===== src/rtl/piso_pkg.sv =====
// piso_pkg: shared types for the parallel-in/serial-out serializer.
//   state_t : serializer state, IDLE (nothing shifting) or SHIFT (a word is
//             on ser_out).
// The bit counter width, CNT_W = $clog2(WIDTH), depends on each instance's
// WIDTH parameter, so piso_serializer derives it locally.
package piso_pkg;

   typedef enum logic {
      IDLE  = 1'b0,
      SHIFT = 1'b1
   } state_t;

endpackage


===== src/rtl/piso_serializer.sv =====
// piso_serializer: accepts WIDTH-bit words over valid/ready and emits them one
// bit per clock on ser_out, feeding the pattern detector's serial input. A
// one-word holding register lets the next word be accepted while the current
// one shifts, so back-to-back words stream without gaps.
//
// Ports
//   clk        rising-edge clock
//   rst_n      asynchronous active-low reset
//   in_data    parallel word (WIDTH bits)
//   in_valid   in_data is valid
//   in_ready   holding register empty; accept on in_valid && in_ready
//   ser_out    serial bit (0 while idle)
//   ser_valid  ser_out carries a live bit
//   word_done  pulse coincident with the last bit of a word
//   busy       ser_valid || holding register full
//
// state | meaning
// ------+-----------------------------------------------------------
// IDLE  | no word shifting; a full hold register is loaded next edge
// SHIFT | shift_q is on ser_out, cnt_q is the index of the bit shown
module piso_serializer #(
   parameter int WIDTH     = 8,
   parameter bit MSB_FIRST = 1'b1
) (
   input  logic             clk,
   input  logic             rst_n,
   input  logic [WIDTH-1:0] in_data,
   input  logic             in_valid,
   output logic             in_ready,
   output logic             ser_out,
   output logic             ser_valid,
   output logic             word_done,
   output logic             busy
);
   import piso_pkg::*;

   localparam int              CNT_W    = $clog2(WIDTH);
   localparam logic [CNT_W-1:0] LAST_CNT = CNT_W'(WIDTH - 1);

   state_t           state_q;
   state_t           state_d;
   logic [WIDTH-1:0] hold_q;
   logic             hold_full_q;
   logic [WIDTH-1:0] shift_q;
   logic [CNT_W-1:0] cnt_q;

   logic accept;
   logic last_bit;
   logic transfer;

   // rst_n gates in_ready so nothing is offered as accepted while in reset.
   assign in_ready = !hold_full_q && rst_n;
   assign accept   = in_valid && in_ready;
   assign last_bit = (state_q == SHIFT) && (cnt_q == LAST_CNT);
   // A waiting word is loaded either from idle or exactly as the last bit of
   // the current word goes out, which is what keeps streaming gap-free.
   assign transfer = hold_full_q && ((state_q == IDLE) || last_bit);
   assign busy     = ser_valid || hold_full_q;

   always_ff @(posedge clk or negedge rst_n) begin
      if (!rst_n) begin
         state_q <= IDLE;
      end else begin
         state_q <= state_d;
      end
   end

   always_comb begin
      state_d   = state_q;
      ser_valid = 1'b0;
      ser_out   = 1'b0;
      word_done = 1'b0;
      case (state_q)
         IDLE: begin
            if (hold_full_q) begin
               state_d = SHIFT;
            end
         end
         SHIFT: begin
            ser_valid = 1'b1;
            ser_out   = MSB_FIRST ? shift_q[WIDTH-1] : shift_q[0];
            word_done = (cnt_q == LAST_CNT);
            if (last_bit && !hold_full_q) begin
               state_d = IDLE;
            end
         end
         default: begin
            state_d = IDLE;
         end
      endcase
   end

   always_ff @(posedge clk or negedge rst_n) begin
      if (!rst_n) begin
         hold_q      <= '0;
         hold_full_q <= 1'b0;
         shift_q     <= '0;
         cnt_q       <= '0;
      end else begin
         if (accept) begin
            hold_q      <= in_data;
            hold_full_q <= 1'b1;
         end else if (transfer) begin
            hold_full_q <= 1'b0;
         end

         if (transfer) begin
            shift_q <= hold_q;
            cnt_q   <= '0;
         end else if (state_q == SHIFT) begin
            shift_q <= MSB_FIRST ? {shift_q[WIDTH-2:0], 1'b0}
                                 : {1'b0, shift_q[WIDTH-1:1]};
            // The counter only returns to 0 through a transfer; at the end
            // of an isolated word it parks at WIDTH-1 while idle.
            if (!last_bit) begin
               cnt_q <= cnt_q + CNT_W'(1);
            end
         end
      end
   end

endmodule

===== config.mk =====
export PLATFORM = sky130hd
export DESIGN_NAME = piso_serializer
export DESIGN_NICKNAME = d
export VERILOG_FILES = /design/src/rtl/piso_pkg.sv /design/src/rtl/piso_serializer.sv
export SDC_FILE = /design/constraint.sdc
export NUM_CORES = 1
export LEC_CHECK = 0
export ABC_CLOCK_PERIOD_IN_PS = 1200
export CORE_MARGIN = 4
export CORE_UTILIZATION = 46
export CTS_CLUSTER_DIAMETER = 50
export DETAILED_ROUTE_END_ITERATION = 8
export HOLD_SLACK_MARGIN = 0.1
export PLACE_DENSITY_LB_ADDON = 0.1
export SKIP_LAST_GASP = 1
export SLEW_MARGIN = 20
export SYNTH_ARGS = -nofsm -noshare
export SYNTH_HDL_FRONTEND = slang
export SYNTH_SLANG_ARGS = --single-unit
export TNS_END_PERCENT = 20

===== constraint.sdc =====
create_clock -name clk -period 1.2 [get_ports clk]
set_input_delay 0.24 -clock clk [delete_from_list [all_inputs] [get_ports clk]]
set_output_delay 0.24 -clock clk [all_outputs]
set_load 0.05 [all_outputs]

==> metrics.md, run 1 <==
| Metric | Value |
|---|---|
| # hold bufs at CTS | 0 |
| CORE AREA | 2022 µm² |
| Gr usage total | 15.64% |
| Slew HR | 82.25% |
| P_leak | 0.7138 nW |
| Synthesized Nets | 98 |
| Most common cell after layout, fill and taps aside | dfrtp_1 |
| Layout cells sized above 1 | 40.83% |
| Top-area cell type share of the netlist area | 51.66% |
| Min-Delay Path Class | in2async |
| CP Data Arrival Time | 1330 ps |
| Crit path kind | reg2out |
| Diodes inserted | 0 |
| Mean post-synth cell area | 11.97 µm² |
| EDFF count, synth | 0 |
| Setup TNS | -4866 ps |
| YS warnings | 0 |
| Critical path endpoint category | output pin |
| First drt pass iteration count | 4 |
| Routing usage on met2 | 26.38% |
| Hpwl dp | 1420 µm |
| Drt drc | 0 |
| DRT iter0 DRCs | 3 |
| Pwr Density | 2594 nW/µm² |
| I/O pin total | 16 |
| Clock skew | 10.42 ps |
| Routed Wire Length | 2087 µm |
| Worst EP required | 960 ps |
| Top FF cell, synth | dfrtp_1 |
| #FFs+latches synth | 21 |
| Tmin final | 1574 ps |
| Clock Pin Slew Worst Setup and Hold Paths | 120 ps |
| DR WL/cell | 14.20 µm |
| Leading area contributor after synthesis | dfrtp_1 |
| # rows | 16 |
| H-tree level count | 1 |
| Largest net degree at the start of global routing | 22 |
| Final worst-path cycle share | 131.1% |
| TritonCTS Sinks | 21 |
| Slew @ Worst Pin | 266.2 ps |
| Max IR drop VDD | 1876 µV |
| Post-synth cell types | 23 |
| Final Util | 73.45% |
| Starting density of the core | 50.31% |
| Most frequent cells in the layout | 19 x dfrtp_1, 13 x buf_4, 10 x clkdlybuf4s50_1 |
| Area grow syn2layout | 46.00% |
| Register area share after synthesis | 51.66% |
| Final setup vio count | 18 |
| Total power | 0.003853 W |
| Clk buf depth | 2 |
| Synth Cell Area | 1017 µm² |
| Fmax | 635.5 MHz |
| Port bufs | 15 |
| Total gr overflow | 0 |
| TritonCTS buffer count | 3 |
| RSZ-0062 raised after global routing | yes |
| Max_cap viols | 0 |
| CP Launch Type | register |
| Via Count | 784 |
| Post-DRT Antenna Nets | 0 |
| Leading cell types by total area after synthesis | dfrtp_1 52%, mux2_4 12%, a211oi_1 5.2% |
| Clk root buf | clkbuf_4 |
| Die X | 55.03 µm |
| Vias per inst | 5.333 |
| Final Max Slew Viols | 0 |
| CP max FO | 2 |
| Final WS setup | -373.6 ps |
| Die area | 3028 µm² |
| Global route hottest layer | met2 |
| Run status | finished with violations |
| Failing checks | negative setup slack |
| Met3 usage | 3.217% |
| Fill cells | 143 |
| Final Hold Vio Count | 0 |
| Clock Latency Late Sink | 300 ps |
| Met1 usage in global routing | 18.85% |
| First-pass GRT wire length | 3270 µm |
| CTS tree | built |
| GPL Wtd Cong | 0.7368 |
| Initial antenna violation count | 0 |
| Mapped Cells | 85 |
| Die height | 55.03 µm |
| Asr flop ratio synth | 100.0% |
| Layout Nets | 134 |
| Number of global-route vias before repair | 767 |
[cell families (layout without fill, tap and decap cells)]
| kind of cell | count (synthesis) | after routing | share of synthesized area, % |
|---|---|---|---|
| AOI/OAI and AO/OA | 17 | 17 | 12.05 |
| muxes | 9 | 9 | 12.79 |
| DFF | 21 | 21 | 51.66 |
| adders and majority gates | 2 | 2 | 2.460 |
| and+or+nand+nor | 33 | 33 | 19.06 |
| buffers and inverters | 3 | 38 | 1.967 |
[what timing repair did]
| item | in CTS | in global routing |
|---|---|---|
| pin swaps | 1 | 7 |
| buffers inserted | 7 | 1 |
| endpoints found under the setup margin | 25 | 26 |
| resized for setup | 6 | 8 |
| endpoints found under the hold margin | 0 | 0 |
[area by class of cell]
| class | count | area (µm²) | area share [%] |
|---|---|---|---|
| clock buffers | 4 | 26.28 | 1.769 |
| flip-flops and latches | 21 | 528.0 | 35.55 |
| repair buffers | 34 | 377.9 | 25.44 |
| multi-input cells | 61 | 519.2 | 34.96 |
| well taps | 27 | 33.78 | 2.275 |
[power breakdown]
group / internal (W) / leakage [nW] / switching, W / total, W
sequential: 0.00105 / 0.251 / 0.000259 / 0.00131
combinational: 0.00126 / 0.448 / 0.000951 / 0.00221
clock: 0.000129 / 0.0150 / 0.000203 / 0.000332
total: 0.00244 / 0.714 / 0.00141 / 0.00385
[per-layer routing]
metal,up-vias,part of all wire [%]
met2,16,51
met4,0,0.57
met3,2,5.0
li1,377,-
met5,-,0
met1,389,44
[path summary, 6_finish.rpt]
check,startpoint,endpoint,slack [ps],cells past startpoint
worst max-delay path,cnt_q[0]$_DFFE_PN0P_,word_done,-370,4
worst min-delay path,rst_n,hold_q[7]$_DFFE_PN0P_,300,2
worst max register to register,cnt_q[0]$_DFFE_PN0P_,cnt_q[0]$_DFFE_PN0P_,-360,7
worst min register to register,shift_q[3]$_DFFE_PN0P_,shift_q[4]$_DFFE_PN0P_,530,2
max in group asynchronous,rst_n,hold_full_q$_DFFE_PN0P_,660,2
min in group clk,shift_q[3]$_DFFE_PN0P_,shift_q[4]$_DFFE_PN0P_,530,2
[critical path: stages (launching register included)]
cell     delay, ps
dfrtp_1        400
ha_2           200
ha_4           150
and2_4         140
buf_12         140
[cells in the mapped netlist, types with 2 or more instances]
cell type / number
nand2_1: 6
dfrtp_1: 21
o22ai_1: 7
a211oi_1: 7
nor2b_1: 4
nand3b_1: 3
nor2_1: 7
o21ai_0: 2
ha_1: 2
mux2_4: 8
nand2b_1: 2
and2_1: 2
and2b_1: 4
[flip-flops by register name, summed over array words and instances (netlist names)]
register / cells
cnt_q: 3
hold_full_q: 1
hold_q: 8
shift_q: 8
state_q: 1
[stage by stage]
step | instances | setup slack (ps) | hold WS (ps) | area (µm²)
after global routing | 147 | -435.4 | 314.1 | 1485
after global placement | 135 | -261.4 | 492.8 | 1324
final | 147 | -373.6 | 299.3 | 1485
after detailed placement | 135 | -280.1 | 509.3 | 1324
after floorplan | 85 | -170.7 | -55.59 | 1037
after CTS | 146 | -384.4 | 300.6 | 1435
(Power assumes the default switching activity.)
==> inputs of run 2 (changes only) <==
--- a/config.mk
+++ b/config.mk
@@ -5,9 +5,8 @@
 export SDC_FILE = /design/constraint.sdc
 export NUM_CORES = 1
 export LEC_CHECK = 0
-export ABC_CLOCK_PERIOD_IN_PS = 1200
 export CORE_MARGIN = 4
-export CORE_UTILIZATION = 46
+export CORE_UTILIZATION = 51
 export CTS_CLUSTER_DIAMETER = 50
 export DETAILED_ROUTE_END_ITERATION = 8
 export HOLD_SLACK_MARGIN = 0.1
==> constraint.sdc (replaced) <==
create_clock -name clk -period 1.5 [get_ports clk]
set_input_delay 0.3 -clock clk [delete_from_list [all_inputs] [get_ports clk]]
set_output_delay 0.3 -clock clk [all_outputs]
set_load 0.05 [all_outputs]
==> run 2 against run 1 <==
The flow still finishes with violations (negative setup slack). Routed wire length grew 2.0%. Clock skew up 2.7 ps. Count of clock-buffer cells in the layout fell by 1. Global-route usage up 1.2 points. Setup slack improved by 190 ps. Cell area down 6.9%. Utilization increased by 3.3 points.
==> metrics.md, run 2 (synthesis gave the netlist of run 1 again) <==
| Metric | Value |
|---|---|
| Run status | finished with violations |
| Failing checks | negative setup slack |
| Area after DPL | 1265 µm² |
| Slew HR | 82.07% |
| Gr usage total | 16.87% |
| Clock skew | 13.09 ps |
| Crit path kind | reg2out |
| GPL Wtd Cong | 0.7375 |
| Starting density of the core | 56.46% |
| Max stage delay on crit path | 410 ps |
| Fill cells | 122 |
| CP cell instances | ha_2 -> ha_4 -> and2_4 -> buf_8 |
| Largest net degree at the start of global routing | 22 |
| Via Count | 787 |
| DRT iter0 DRCs | 15 |
| Final setup vio count | 6 |
| CP startpoint | cnt_q[0]$_DFFE_PN0P_ |
| Final WS setup | -182.1 ps |
| Clk buf depth | 2 |
| R2r setup slk | -40 ps |
| Final Max Slew Viols | 0 |
| Min-Delay Path Class | in2async |
| Die X | 52.66 µm |
| Pwr Density | 2085 nW/µm² |
| Max_cap viols | 0 |
| Die height | 52.66 µm |
| Clk root buf | clkbuf_4 |
| CORE AREA | 1802 µm² |
| Final Util | 76.74% |
| Tmin final | 1682 ps |
| Post-Layout Cell Count | 140 |
| CP max FO | 2 |
| Most common cell after layout, fill and taps aside | dfrtp_1 |
| Largest regs | hold_q: 8 flops, shift_q: 8 flops, cnt_q: 3 flops |
| R2r startpoint | cnt_q[0]$_DFFE_PN0P_ |
| H-tree level count | 1 |
| Total gr overflow | 0 |
| Routed Wire Length | 2128 µm |
| TritonCTS buffer count | 3 |
| Clock Latency Late Sink | 310 ps |
| # hold bufs at CTS | 0 |
| Design area | 1383 µm² |
| Die area | 2773 µm² |
| Fmax | 594.5 MHz |
| # rows | 15 |
| Final Hold Vio Count | 0 |
| Capture point of the worst reg-to-reg path | cnt_q[2]$_DFFE_PN0P_ |
| Hpwl dp | 1380 µm |
| Number of global-route vias before repair | 719 |
| Port bufs | 15 |
| Drt drc | 0 |
| CP Data Arrival Time | 1380 ps |
| Clock Pin Slew Worst Setup and Hold Paths | 130 ps |
| Most frequent cells in the layout | 19 x dfrtp_1, 14 x buf_4, 10 x clkdlybuf4s50_1 |
| Critical-path top delay cell | dfrtp_1 |
| Final worst-path cycle share | 112.1% |
| TritonCTS Sinks | 21 |
| First drt pass iteration count | 4 |
| First-pass GRT wire length | 3374 µm |
| Min Hold Slack | 340.2 ps |
| DR WL/cell | 15.20 µm |
| Post-DRT Antenna Nets | 0 |
| Critical path endpoint category | output pin |
| Area grow syn2layout | 35.92% |
| DP Cell Count | 128 |
| I/O pin total | 16 |
| RSZ-0062 raised after global routing | yes |
| CP Launch Type | register |
| Worst EP required | 1200 ps |
| Initial antenna violation count | 0 |
| Layout cells sized above 1 | 36.52% |
| Diodes inserted | 0 |
| Total power | 0.002882 W |
| Slew @ Worst Pin | 268.9 ps |
| R2r worst-path depth | 7 |
| CTS tree | built |
| Vias per inst | 5.621 |
| Max IR drop VDD | 1164 µV |
| Layout Nets | 129 |
| P_leak | 0.6533 nW |
-- run 2: repair_timing --
action	CTS	global route
endpoints found under the setup margin	4	11
buffers inserted	2	6
gates cloned	0	0
endpoints found under the hold margin	0	0
resized for setup	7	1
pin swaps	1	1
-- run 2: report_power, final --
group,switching (W),total [W],internal (W)
combinational,0.000709,0.00154,0.000827
sequential,0.000218,0.00106,0.000841
clock,0.000186,0.000288,0.000102
total,0.00111,0.00288,0.00177
-- run 2: layout make-up --
type	instances	area (µm²)	share of cell area (%)
tap	25	31.28	2.262
multi-input combinational	61	493.0	35.66
sequential	21	528.0	38.19
clock inverter	1	7.507	0.5430
timing repair buffer	29	300.3	21.72
clock buffer	3	22.52	1.629
-- run 2: how the worst max path moves through the flow --
stage                                        to  slack, ps  cells after the start
after floorplan                         ser_out         30                      2
after CTS                             word_done       -180                      4
after global routing                  word_done       -230                      4
after global placement    hold_q[7]$_DFFE_PN0P_        -20                      4
final                                 word_done       -180                      4
after detailed placement  hold_q[6]$_DFFE_PN0P_        -40                      4
-- run 2: per-layer routing --
metal	wire, µm	global-route usage [%]	share of wire, %	vias up
met4	19	2.553	0.89	0
met1	884	21.84	42	392
met5	0	0	0	-
li1	-	-	-	365
met3	129	5.413	6.1	4
met2	1094	27.89	51	26
-- run 2: critical path, delay by kind of cell (launching register included) --
family	cells	cell delay [ps]
adders and majority gates	2	360
DFF	1	410
buffers and inverters	1	140
and+or+nand+nor	1	160
-- run 2: metrics by stage --
step | setup slack (ps) | TNS [ps]
final | -182.1 | -314.9
after global routing | -234.7 | -789.0
after CTS | -179.7 | -455.1
after detailed placement | -41.33 | -269.9
after global placement | -21.99 | -167.8
after floorplan | 32.26 | 0
